===== config.mk =====
export PLATFORM = sky130hd
export DESIGN_NAME = ball_direction_ctrl
export DESIGN_NICKNAME = d
export VERILOG_FILES = /design/src/rtl/ball_direction_ctrl_pkg.sv /design/src/rtl/ball_direction_ctrl_beam.sv /design/src/rtl/ball_direction_ctrl.sv
export SDC_FILE = /design/constraint.sdc
export NUM_CORES = 1
export LEC_CHECK = 0
export CORE_UTILIZATION = 55
export CTS_BUF_LIST = sky130_fd_sc_hd__clkbuf_8
export DETAILED_ROUTE_END_ITERATION = 12
export GPL_TIMING_DRIVEN = 0
export PLACE_DENSITY_LB_ADDON = 0.1
export SYNTH_ARGS = -nofsm -noshare
export SYNTH_HDL_FRONTEND = slang
export SYNTH_SLANG_ARGS = --single-unit

===== constraint.sdc =====
create_clock -name i_Clk -period 2.8 [get_ports i_Clk]
set_input_delay 0.28 -clock i_Clk [delete_from_list [all_inputs] [get_ports i_Clk]]
set_output_delay 0.28 -clock i_Clk [all_outputs]
set_load 0.005 [all_outputs]

===== src/rtl/ball_direction_ctrl_pkg.sv =====
// Shared constants for the ball direction controller.
//   - FSM state encodings (SERVE/PLAY/MISS)
//   - direction polarity constants
//   - default visible geometry and serve hold length
//   - per-frame collision flag bundle
package ball_direction_ctrl_pkg;

  localparam logic [1:0] ST_SERVE = 2'd0;
  localparam logic [1:0] ST_PLAY  = 2'd1;
  localparam logic [1:0] ST_MISS  = 2'd2;

  localparam logic DIR_DOWN  = 1'b1;
  localparam logic DIR_RIGHT = 1'b1;

  localparam int H_VISIBLE_DEF    = 640;
  localparam int V_VISIBLE_DEF    = 480;
  localparam int SERVE_FRAMES_DEF = 60;

  // Sticky events collected over one visible frame.
  typedef struct packed {
    logic top;
    logic bot;
    logic pad_l;
    logic pad_r;
    logic miss_l;
    logic miss_r;
  } hit_flags_t;

endpackage


===== src/rtl/ball_direction_ctrl_beam.sv =====
// beam_position: tracks where the beam is inside the visible frame.
// Ports:
//   i_Clk, i_Rst_n       clock, async active-low reset
//   i_HBlank, i_VBlank   blanking from the VGA timing block
//   col, line            visible column / line (saturating)
//   vblank_rise          one-clock strobe on the VBlank rising edge
//   visible              beam inside visible video
module beam_position #(
  parameter int p_H_VISIBLE = 640,
  parameter int p_V_VISIBLE = 480,
  localparam int CW = $clog2(p_H_VISIBLE),
  localparam int LW = $clog2(p_V_VISIBLE)
) (
  input  logic          i_Clk,
  input  logic          i_Rst_n,
  input  logic          i_HBlank,
  input  logic          i_VBlank,
  output logic [CW-1:0] col,
  output logic [LW-1:0] line,
  output logic          vblank_rise,
  output logic          visible
);

  localparam logic [CW-1:0] COL_MAX  = '1;
  localparam logic [LW-1:0] LINE_MAX = '1;

  // Blanking history resets high so reset release never looks like an edge.
  logic          hblank_q, vblank_q;
  logic [CW-1:0] col_q, col_d;
  logic [LW-1:0] line_q, line_d;
  logic          hblank_rise;

  assign hblank_rise = i_HBlank & ~hblank_q;
  assign vblank_rise = i_VBlank & ~vblank_q;
  assign visible     = ~i_HBlank & ~i_VBlank;
  assign col         = col_q;
  assign line        = line_q;

  always_comb begin
    col_d = col_q;
    if (i_HBlank)             col_d = '0;
    else if (col_q != COL_MAX) col_d = col_q + CW'(1);

    line_d = line_q;
    if (i_VBlank)                             line_d = '0;
    else if (hblank_rise && line_q != LINE_MAX) line_d = line_q + LW'(1);
  end

  always_ff @(posedge i_Clk or negedge i_Rst_n) begin
    if (!i_Rst_n) begin
      hblank_q <= 1'b1;
      vblank_q <= 1'b1;
      col_q    <= '0;
      line_q   <= '0;
    end else begin
      hblank_q <= i_HBlank;
      vblank_q <= i_VBlank;
      col_q    <= col_d;
      line_q   <= line_d;
    end
  end

endmodule


===== src/rtl/ball_direction_ctrl.sv =====
// ball_direction_ctrl: collects ball/paddle/edge events during each visible
// frame and commits ball direction, freeze and score on the VBlank rise.
// Ports:
//   i_Clk, i_Rst_n                       clock, async active-low reset
//   i_HBlank, i_VBlank                   VGA blanking
//   i_Ball_Video, i_Paddle_L/R_Video     object pixel activity
//   o_VDir (1=down), o_HDir (1=right)    ball direction
//   o_Freeze                             hold ball (SERVE, MISS)
//   o_Score_L, o_Score_R                 one-clock score pulses
module ball_direction_ctrl
  import ball_direction_ctrl_pkg::*;
#(
  parameter int p_H_VISIBLE    = H_VISIBLE_DEF,
  parameter int p_V_VISIBLE    = V_VISIBLE_DEF,
  parameter int p_SERVE_FRAMES = SERVE_FRAMES_DEF
) (
  input  logic i_Clk,
  input  logic i_Rst_n,
  input  logic i_HBlank,
  input  logic i_VBlank,
  input  logic i_Ball_Video,
  input  logic i_Paddle_L_Video,
  input  logic i_Paddle_R_Video,
  output logic o_VDir,
  output logic o_HDir,
  output logic o_Freeze,
  output logic o_Score_L,
  output logic o_Score_R
);

  localparam int CW  = $clog2(p_H_VISIBLE);
  localparam int LW  = $clog2(p_V_VISIBLE);
  localparam int SCW = $clog2(p_SERVE_FRAMES + 1);
  localparam logic [SCW-1:0] CNT_MAX  = '1;
  localparam logic [SCW-1:0] CNT_LAST = SCW'(p_SERVE_FRAMES - 1);

  logic [CW-1:0] col;
  logic [LW-1:0] line;
  logic          vblank_rise, visible;

  beam_position #(
    .p_H_VISIBLE (p_H_VISIBLE),
    .p_V_VISIBLE (p_V_VISIBLE)
  ) u_beam (
    .i_Clk       (i_Clk),
    .i_Rst_n     (i_Rst_n),
    .i_HBlank    (i_HBlank),
    .i_VBlank    (i_VBlank),
    .col         (col),
    .line        (line),
    .vblank_rise (vblank_rise),
    .visible     (visible)
  );

  logic [1:0]     state_q, state_d;
  logic [SCW-1:0] cnt_q, cnt_d;
  hit_flags_t     flags_q, flags_d;
  logic           vdir_q, vdir_d, hdir_q, hdir_d, freeze_q, freeze_d;
  logic           score_l_q, score_l_d, score_r_q, score_r_d;
  logic           miss_l_eff, miss_r_eff;

  // A paddle contact on the same side rescues the ball.
  assign miss_l_eff = flags_q.miss_l & ~flags_q.pad_l;
  assign miss_r_eff = flags_q.miss_r & ~flags_q.pad_r;

  always_comb begin
    state_d   = state_q;
    cnt_d     = cnt_q;
    flags_d   = flags_q;
    vdir_d    = vdir_q;
    hdir_d    = hdir_q;
    freeze_d  = freeze_q;
    score_l_d = 1'b0;
    score_r_d = 1'b0;

    if (visible && i_Ball_Video) begin
      if (line == '0)                     flags_d.top    = 1'b1;
      if (line == LW'(p_V_VISIBLE - 1))   flags_d.bot    = 1'b1;
      if (i_Paddle_L_Video)               flags_d.pad_l  = 1'b1;
      if (i_Paddle_R_Video)               flags_d.pad_r  = 1'b1;
      if (col == '0)                      flags_d.miss_l = 1'b1;
      if (col == CW'(p_H_VISIBLE - 1))    flags_d.miss_r = 1'b1;
    end

    if (vblank_rise) begin
      flags_d = '0;

      // Vertical bounce is honoured even while frozen.
      if (flags_q.top && !flags_q.bot)      vdir_d = DIR_DOWN;
      else if (flags_q.bot && !flags_q.top) vdir_d = ~DIR_DOWN;

      case (state_q)
        ST_SERVE: begin
          if (cnt_q == CNT_LAST) begin
            state_d = ST_PLAY;
            cnt_d   = '0;
          end else if (cnt_q != CNT_MAX) begin
            cnt_d = cnt_q + SCW'(1);
          end
        end
        ST_PLAY: begin
          if (miss_l_eff) begin
            state_d   = ST_MISS;
            score_r_d = 1'b1;
            hdir_d    = DIR_RIGHT;
          end else if (miss_r_eff) begin
            state_d   = ST_MISS;
            score_l_d = 1'b1;
            hdir_d    = ~DIR_RIGHT;
          end else if (flags_q.pad_l && !flags_q.pad_r) begin
            hdir_d = DIR_RIGHT;
          end else if (flags_q.pad_r && !flags_q.pad_l) begin
            hdir_d = ~DIR_RIGHT;
          end
        end
        ST_MISS: state_d = ST_SERVE;
        default: state_d = ST_SERVE;
      endcase

      freeze_d = (state_d != ST_PLAY);
    end
  end

  always_ff @(posedge i_Clk or negedge i_Rst_n) begin
    if (!i_Rst_n) begin
      state_q   <= ST_SERVE;
      cnt_q     <= '0;
      flags_q   <= '0;
      vdir_q    <= DIR_DOWN;
      hdir_q    <= DIR_RIGHT;
      freeze_q  <= 1'b1;
      score_l_q <= 1'b0;
      score_r_q <= 1'b0;
    end else begin
      state_q   <= state_d;
      cnt_q     <= cnt_d;
      flags_q   <= flags_d;
      vdir_q    <= vdir_d;
      hdir_q    <= hdir_d;
      freeze_q  <= freeze_d;
      score_l_q <= score_l_d;
      score_r_q <= score_r_d;
    end
  end

  assign o_VDir    = vdir_q;
  assign o_HDir    = hdir_q;
  assign o_Freeze  = freeze_q;
  assign o_Score_L = score_l_q;
  assign o_Score_R = score_r_q;

endmodule


# After elaboration in Yosys (flattened, before gate mapping)
# Cells that the tools add are included.
classes:
  n_addsub: 3
  eq_ne: 8
  muxes: 32
  bitwise_logic: 11
  n_reduce_logical: 34
ops:
  columns: ["cell", "count"]
  rows:
  - ["$mux W6", 4]
  - ["$reduce_bool A2 Y1", 11]
  - ["$mux W10", 2]
  - ["$mux W1", 19]
  - ["$mux W9", 2]
  - ["$reduce_and A2 Y1", 7]
  - ["$add A10 B1 Y10 const B", 1]
  - ["$eq A10 B10 Y1 const B", 1]
  - ["$logic_not A10 Y1", 1]
  - ["$ne A10 B10 Y1 const B", 1]
  - ["$add A9 B1 Y9 const B", 1]
  - ["$eq A9 B9 Y1 const B", 1]
  - ["$logic_not A9 Y1", 1]
  - ["$ne A9 B9 Y1 const B", 1]
  - ["$mux W2", 4]
  - ["$add A6 B1 Y6 const B", 1]
  - ["$eq A6 B6 Y1 const B", 1]
  - ["$logic_and A1 B1 Y1", 6]
  - ["$ne A6 B6 Y1 const B", 1]
  - ["$not A1 Y1", 6]
  - ["$reduce_and A3 Y1", 2]
  - ["$and A1 B1 Y1", 5]
  - ["$logic_not A1 Y1", 4]
  - ["$pmux W2 S2", 1]
  - ["4 further kinds", 4]
word_totals:
  ff_bits: 40
  inputBits: 7
  output_inout_bits: 5
  wordCells: 105

# Logic depth before layout (Yosys ltp)
# Gate-level depths: netlist of run 1.
logic_depth:
  depth_word: 7
  mapped_depth: 8
  mapped_depth_nobuf: 8

# Modules after synthesis
# A second synthesis of run 1 with hierarchy kept.
unflattened:
  hier_cells: 206
  area_unflattened_um2: 2045.7
modules_own_cells:
  columns: ["mod", "n_inst", "cells_each", "area_per_inst_um2", "seq_area_each_um2"]
  rows:
  - ["beam_position", 1, 106, 1076.0, 528.0]
  - ["ball_direction_ctrl", 1, 100, 969.7, 479.2]

# Worst setup path after synthesis of run 1
# No wires, ideal clock.
synth_path:
  path_type: "reg-to-reg"
  start: "reg u_beam.line_q[0] (netlist: u_beam.line[0])"
  end: "reg u_beam.line_q[7] (netlist: u_beam.line[7])"
  arrival_ns: 1.929
  t_required_ns: 2.668
  slack_ns: 0.739
  stages_incl_launch_ff: 9
  n_path_buf: 0
  period_less_slack_ns: 2.061
  cell_sequence: "dfrtp_1 ha_1 and3_1 and2_1 ha_1 nor3b_2 nand4_1 xor2_1 nor2_1"
synth_between:
  elab_chain_cells: 3
  elab_cells_between_ends: 6
  classes_between: "add/sub (1); eq/ne (1); mux (2); reduce/logical (2)"
synth_rtl:
  columns: ["item", "line_no", "source"]
  rows:
  - ["from (decl)", "ball_direction_ctrl_beam.sv:30", "logic [LW-1:0] line_q, line_d;"]
  - ["from (signal assigned)", "ball_direction_ctrl_beam.sv:59", "line_q <= line_d;"]
  - ["$add A9 B1 Y9 / $ne A9 B9 Y1 (equally long branches)", "ball_direction_ctrl_beam.sv:46", "else if (hblank_rise && line_q != LINE_MAX) line_d = line_q + LW'(1);"]
  - ["$mux W9 / $logic_and A1 B1 Y1 (equally long branches)", "ball_direction_ctrl_beam.sv:46", null]
  - ["$mux W9 / $reduce_bool A2 Y1 (equally long branches)", null, null]
# Parallel ways exist; a longest one is shown, timed or not. The select of a mux whose other input is x is not followed.
# A chain may end at the register's enable or synchronous reset.

# Final worst setup path of run 1
# Same ends and word-level chain as after synthesis.

==> results of run 1 <==
## logic make-up (layout without fill, tap and decap cells)
family	Yosys count	in the layout	share of synthesized area, %
xor+xnor	12	12	5.22
fa+ha+maj	8	8	4.98
mux	6	6	3.11
compound gates	33	33	9.64
buf+inv	15	34	3.17
flops	40	40	50.1
simple gates	85	85	23.8
## layout make-up
cell class              instances  area (sq um)
fillers                       287          1150
well taps                      46          57.6
plain buffers                   5          26.3
inverters                      10          37.5
clock inverters                 2          10.0
multi-input cells             144           941
flip-flops and latches         40          1010
repair buffers                 11           105
clock buffers                   6          82.6
## sequential cells by signal (all words and copies together) (netlist names)
signal	cells
u_beam.line	9
cnt_q	6
state_q	2
o_Score_L	1
u_beam.col	10
flags_q	6
u_beam.hblank_q	1
o_HDir	1
u_beam.vblank_q	1
o_Score_R	1
o_Freeze	1
o_VDir	1
## synth_stat cells
cell / count / area (sq um)
a211oi_1: 1 / 7.51
a21boi_1: 1 / 7.51
a21o_1: 1 / 7.51
a21oi_1: 14 / 70.1
a311oi_1: 2 / 17.5
a31oi_1: 8 / 50.1
and2_1: 3 / 18.8
and3_1: 4 / 25.0
and3_2: 1 / 7.51
and3_4: 2 / 22.5
and4_1: 2 / 17.5
buf_6: 1 / 11.3
clkbuf_1: 4 / 15.0
dfrtp_1: 35 / 876
dfstp_2: 5 / 131
ha_1: 8 / 100
inv_1: 10 / 37.5
mux2_2: 2 / 22.5
mux2i_1: 4 / 40.0
nand2_1: 10 / 37.5
nand2b_1: 3 / 18.8
nand3_1: 8 / 40.0
nand3b_1: 2 / 15.0
nand4_1: 6 / 37.5
nor2_1: 24 / 90.1
nor2b_1: 2 / 12.5
nor3_1: 6 / 30.0
nor3_2: 1 / 10.0
nor3b_1: 2 / 15.0
nor3b_2: 1 / 12.5
nor4_1: 2 / 12.5
nor4b_1: 2 / 17.5
nor4b_2: 1 / 15.0
o21a_1: 1 / 7.51
o21ai_0: 3 / 15.0
o21ai_1: 1 / 5.00
o22ai_1: 1 / 6.26
or3_1: 1 / 6.26
or3b_1: 1 / 8.76
or3b_2: 1 / 8.76
xnor2_1: 5 / 43.8
xor2_1: 7 / 61.3
## cells in the final DEF, fill, tap and decap left out, types with 6 or more instances in the layout
cell and n:
clkdlybuf4s50_1 10, clkbuf_8 6, dfrtp_1 35, nor3_1 6
a31oi_1 8, xor2_1 7, nand2_1 10, ha_1 8
nand4_1 6, nor2_1 24, inv_1 10, nand3_1 8
a21oi_1 14
## per-stage QoR
step | hold WS [ns] | setup slack (ns)
6_report | 0.102 | 0.528
2_1_floorplan | -0.0156 | 0.739
3_5_place_dp | 0.449 | 0.534
5_1_grt | 0.180 | 0.335
4_1_cts | 0.130 | 0.524
3_3_place_gp | 0.457 | 0.527
## report_power, final
group | switching [mW] | internal, mW
clock | 0.196 | 0.197
sequential | 0.0430 | 0.641
combinational | 0.102 | 0.101
total | 0.340 | 0.938
## critical path, cell delays in order (launching register included)
cell and delay, ns:
dfrtp_1 0.41, ha_1 0.25, and3_1 0.21, and2_1 0.16
ha_1 0.18, nor3b_2 0.53, nand4_1 0.19, xor2_1 0.17
nor2_1 0.05
## path summary, 6_finish.rpt
path                             endpoint  slack, ns  cells past startpoint
max in group asynchronous  u_beam.line[1]       2.16                      1
min in group i_Clk                 o_HDir       0.48                      2
max reg2reg                u_beam.line[7]       0.53                      8
min                             o_Score_L       0.10                      1
min reg2reg                        o_HDir       0.48                      2
max                        u_beam.line[7]       0.53                      8
## per-layer routing
metal | vias up | GRT usage, %
met1 | 740 | 25.2
met4 | 0 | 7.85
li1 | 741 | -
met2 | 25 | 37.4
met3 | 6 | 4.93
met5 | - | 0
==> impl_metrics.tcl, run 1 <==
set metrics [dict create \
    outcome "finished clean" \
    fin_crit_sh_pct 81.2 \
    highest_layer "met4" \
    antenna_found_initial 0 \
    ios 12 \
    route.detailed.drc 0 \
    cellPowerDensity_mw_per_mm2 564 \
    timing.rr.start "u_beam.line[0]" \
    fmax_mhz 440 \
    place_congestion 0.787 \
    htree_levels 2 \
    grt_pass1_vias 1507 \
    p_leak_nw 0.991 \
    final_area_sq_mm 0.00227 \
    worstSetupPathType "reg2reg" \
    route.met2.wl_microns 1910 \
    final_util_pct 66.4 \
    cp-start-kind "flop" \
    grt.total_usage_pct 21.3 \
    clk_latency_ns 0.29 \
    rows 21 \
    grt_start_max_net_pins 41 \
    clkTransAtPathRegs_ns 0.07 \
    fin_skew_ns 0.00473 \
    rsz0062_at_grt "false" \
    worstPathMaxFanout 10 \
    drive_above_1_share_pct 11.0 \
    slew_viol_final 0 \
    gr-total-overflow 0 \
    wl_per_cell_microns 14.0 \
    yosys_warnings 0 \
    cts_tree "built" \
    ys_seq_area_share_pct 50.1 \
    min-delay-path-class "in2async" \
    hold_buffers 0 \
    syn_inst 199 \
    drv_cap 0 \
    viasPerCell 5.73 \
    vias 1512 \
    crit_start "u_beam.line[0]" \
    placedInstanceArea_sq_mm 0.00217 \
    clk_path_buf_depth 2 \
    tightest_slew_ns 0.864 \
    final-instance-count-excl-fill 264 \
    antenna_cells 0 \
    cts_made_buffers 5 \
    synthDistinctLibCells 42 \
    fp.dieW_microns 62.5 \
    synth-seq-cells 40 \
    met1_length_microns 1620 \
    arrival_ns 2.43 \
    finalHoldViolations 0 \
    die_area_sq_mm 0.00390 \
    critPathRequiredTime_ns 2.96 \
    totalWireLength_microns 3690 \
    postCtsResizedCells 0 \
    placed_cells 256 \
    setup_viol_count_final 0 \
    cts_setup_buffers 0 \
    ant_nets 0 \
    syn_nets 214 \
    grt_pass1_wl_microns 6490 \
    drt-initial-drc-count 135 \
    io_buffers 11 \
    die_height_microns 62.5 \
    wl_met3_microns 108 \
    setup-tns-final_ns 0 \
    root_buffer "clkbuf_8" \
    clock_sinks 40 \
    fin_crit_ns 2.27 \
    power.total_mw 1.28 \
    syn_avg_cell_area_sq_um 10.1 \
    vdd.ir_drop.worst_mv 0.380 \
    endpoint_kind "flop" \
    drt_first_pass_iters 4 \
    initial_utilization_pct 58.9 \
    syn_to_final_growth_pct 12.7 \
    design.core.area_sq_mm 0.00342 \
    slew_headroom_pct 42.4 \
    synth_area_sq_mm 0.00201 \
    nets 232 \
    dp_hpwl_microns 2620 \
]
Power figures use the tool's default switching activity.
==> inputs of run 2 (changes only) <==
clock period = 1.9 ns   (was 2.8 ns; I/O delays follow)
==> impl_metrics.tcl, run 2 (synthesis results as in run 1) <==
set metrics [dict create \
    p_leak_nw 1.05 \
    ios 12 \
    endpoint_kind "flop" \
    antenna_cells 0 \
    slew_headroom_pct 41.4 \
    setup_viol_count_final 7 \
    wl_per_cell_microns 14.4 \
    die_height_microns 62.5 \
    largest_reg_flops 10 \
    worstPathMaxFanout 8 \
    clk_path_buf_depth 2 \
    ff_latch_area_sq_mm 0.00101 \
    internal-power_mw 1.49 \
    final_util_pct 70.6 \
    placedInstanceArea_sq_mm 0.00220 \
    io_buffers 11 \
    critPathRequiredTime_ns 2.07 \
    totalWireLength_microns 3970 \
    viasPerCell 5.73 \
    drt-initial-drc-count 174 \
    clk_latency_ns 0.30 \
    final-instance-count-excl-fill 275 \
    drive_above_1_share_pct 18.8 \
    vias 1577 \
    path_buf_inv 2 \
    setup_slack_ns -0.0792 \
    mostFrequentLayoutCells "34 x dfrtp_1, 23 x nor2_1, 13 x a21oi_1" \
    cp-start-kind "flop" \
    place_congestion 0.782 \
    grt.total_usage_pct 21.9 \
    min-delay-path-class "in2async" \
    fillers 256 \
    grt_pass1_vias 1525 \
    fp.dieW_microns 62.5 \
    placed_cells 256 \
    antenna_found_initial 0 \
    worstSetupPathType "reg2reg" \
    htree_levels 2 \
    fmax_mhz 505 \
    finalHoldViolations 0 \
    dp_hpwl_microns 2510 \
    seqPwrFrac_pct 50.0 \
    grt_start_max_net_pins 41 \
    syn_to_final_growth_pct 19.9 \
    tightest_slew_ns 0.879 \
    clock_sinks 40 \
    cpPeakStageDelay_ns 0.40 \
    gr-total-overflow 0 \
    ant_nets 0 \
    clkTransAtPathRegs_ns 0.08 \
    final_common_cell "dfrtp_1" \
    clockPowerShare_pct 33.8 \
    power_switching_mw 0.519 \
    slew_viol_final 0 \
    cts_tree "built" \
    violations "negative setup slack" \
    swShare_pct 25.8 \
    multi_input_area_sq_um 983 \
    die_area_sq_mm 0.00390 \
    route.detailed.drc 0 \
    root_buffer "clkbuf_8" \
    cellPowerDensity_mw_per_mm2 835 \
    critical_path.top_delay_family "simple AND/OR/NAND/NOR gates" \
    fin_crit_ns 1.98 \
    fin_crit_sh_pct 104 \
    crit_path_cell_trace "ha_2 -> and3_4 -> and2_4 -> ha_4 -> nor3b_4 -> buf_4 -> buf_6 -> nor2_2 -> a21oi_2 -> nor2_1" \
    combPwrFrac_pct 16.1 \
    drt_first_pass_iters 6 \
    drv_cap 0 \
    rsz0062_at_grt "true" \
    fin_skew_ns 0.00603 \
    final_area_sq_mm 0.00241 \
    design.core.area_sq_mm 0.00342 \
    grt_pass1_wl_microns 6620 \
    crit_slowest_cell "dfrtp_1" \
    cts_made_buffers 5 \
    outcome "complete, but fails checks" \
    nets 243 \
    vdd.ir_drop.worst_mv 0.468 \
    initial_utilization_pct 58.9 \
    arrival_ns 2.15 \
    rows 21 \
]
## run 2: cell types whose count changed in the layout (fill, tap and decap cells not counted), sizes merged
cell    delta
buf       +11
bufinv     +1
clkbuf     -1
clkinv     -1
inv        +1
## run 2: layout make-up
cell class	instances	share of cell area (%)
sequential	40	41.8
multi-input combinational	144	40.8
timing repair buffer	22	7.94
clock buffer	5	2.85
tap	46	2.39
clock inverter	3	1.61
inverter	10	1.56
buffer	5	1.09
## run 2: final timing paths
path                           startpoint              end  slack, ns  cells past startpoint
max reg2reg                u_beam.line[1]   u_beam.line[1]      -0.08                     10
min in group i_Clk               i_HBlank  u_beam.hblank_q       0.41                      1
max                        u_beam.line[1]   u_beam.line[1]      -0.08                     10
min reg2reg                        o_HDir           o_HDir       0.47                      2
min                               i_Rst_n        o_Score_R       0.01                      1
max in group asynchronous         i_Rst_n   u_beam.line[2]       1.29                      1
## run 2: layer usage
layer	part of all wire, %	GRT usage [%]
met1	45	26.0
met2	50	37.6
met3	3.0	5.47
met4	2.6	8.72
met5	0	0
## run 2: power by group through the flow
stage	Sequential [mW]	Combinational [mW]	Clock, mW
2_1_floorplan	1.01	0.176	0
3_3_place_gp	1.02	0.284	0
3_5_place_dp	1.02	0.297	0
4_1_cts	1.01	0.318	0.693
5_1_grt	1.02	0.357	0.742
6_report	1.01	0.325	0.681
## run 2: what timing repair did
action | in CTS | in global routing
hold buffers | 0 | 0
setup endpoints to repair | 8 | 9
gates resized for setup | 0 | 6
buffers inserted | 7 | 4
pin swaps | 4 | 4
## run 2: stage by stage
| stage | hold WS (ns) | power [mW] | setup slack [ns] | setup TNS (ns) |
|---|---|---|---|---|
| final | 0.0141 | 2.01 | -0.0792 | -0.338 |
| after floorplan | -0.106 | 1.19 | 0.0117 | 0 |
| after global routing | 0.0794 | 2.12 | -0.186 | -1.31 |
| after CTS | 0.0329 | 2.02 | -0.0184 | -0.0184 |
| after global placement | 0.456 | 1.30 | -0.286 | -10.43 |
| after detailed placement | 0.353 | 1.32 | -0.188 | -0.950 |
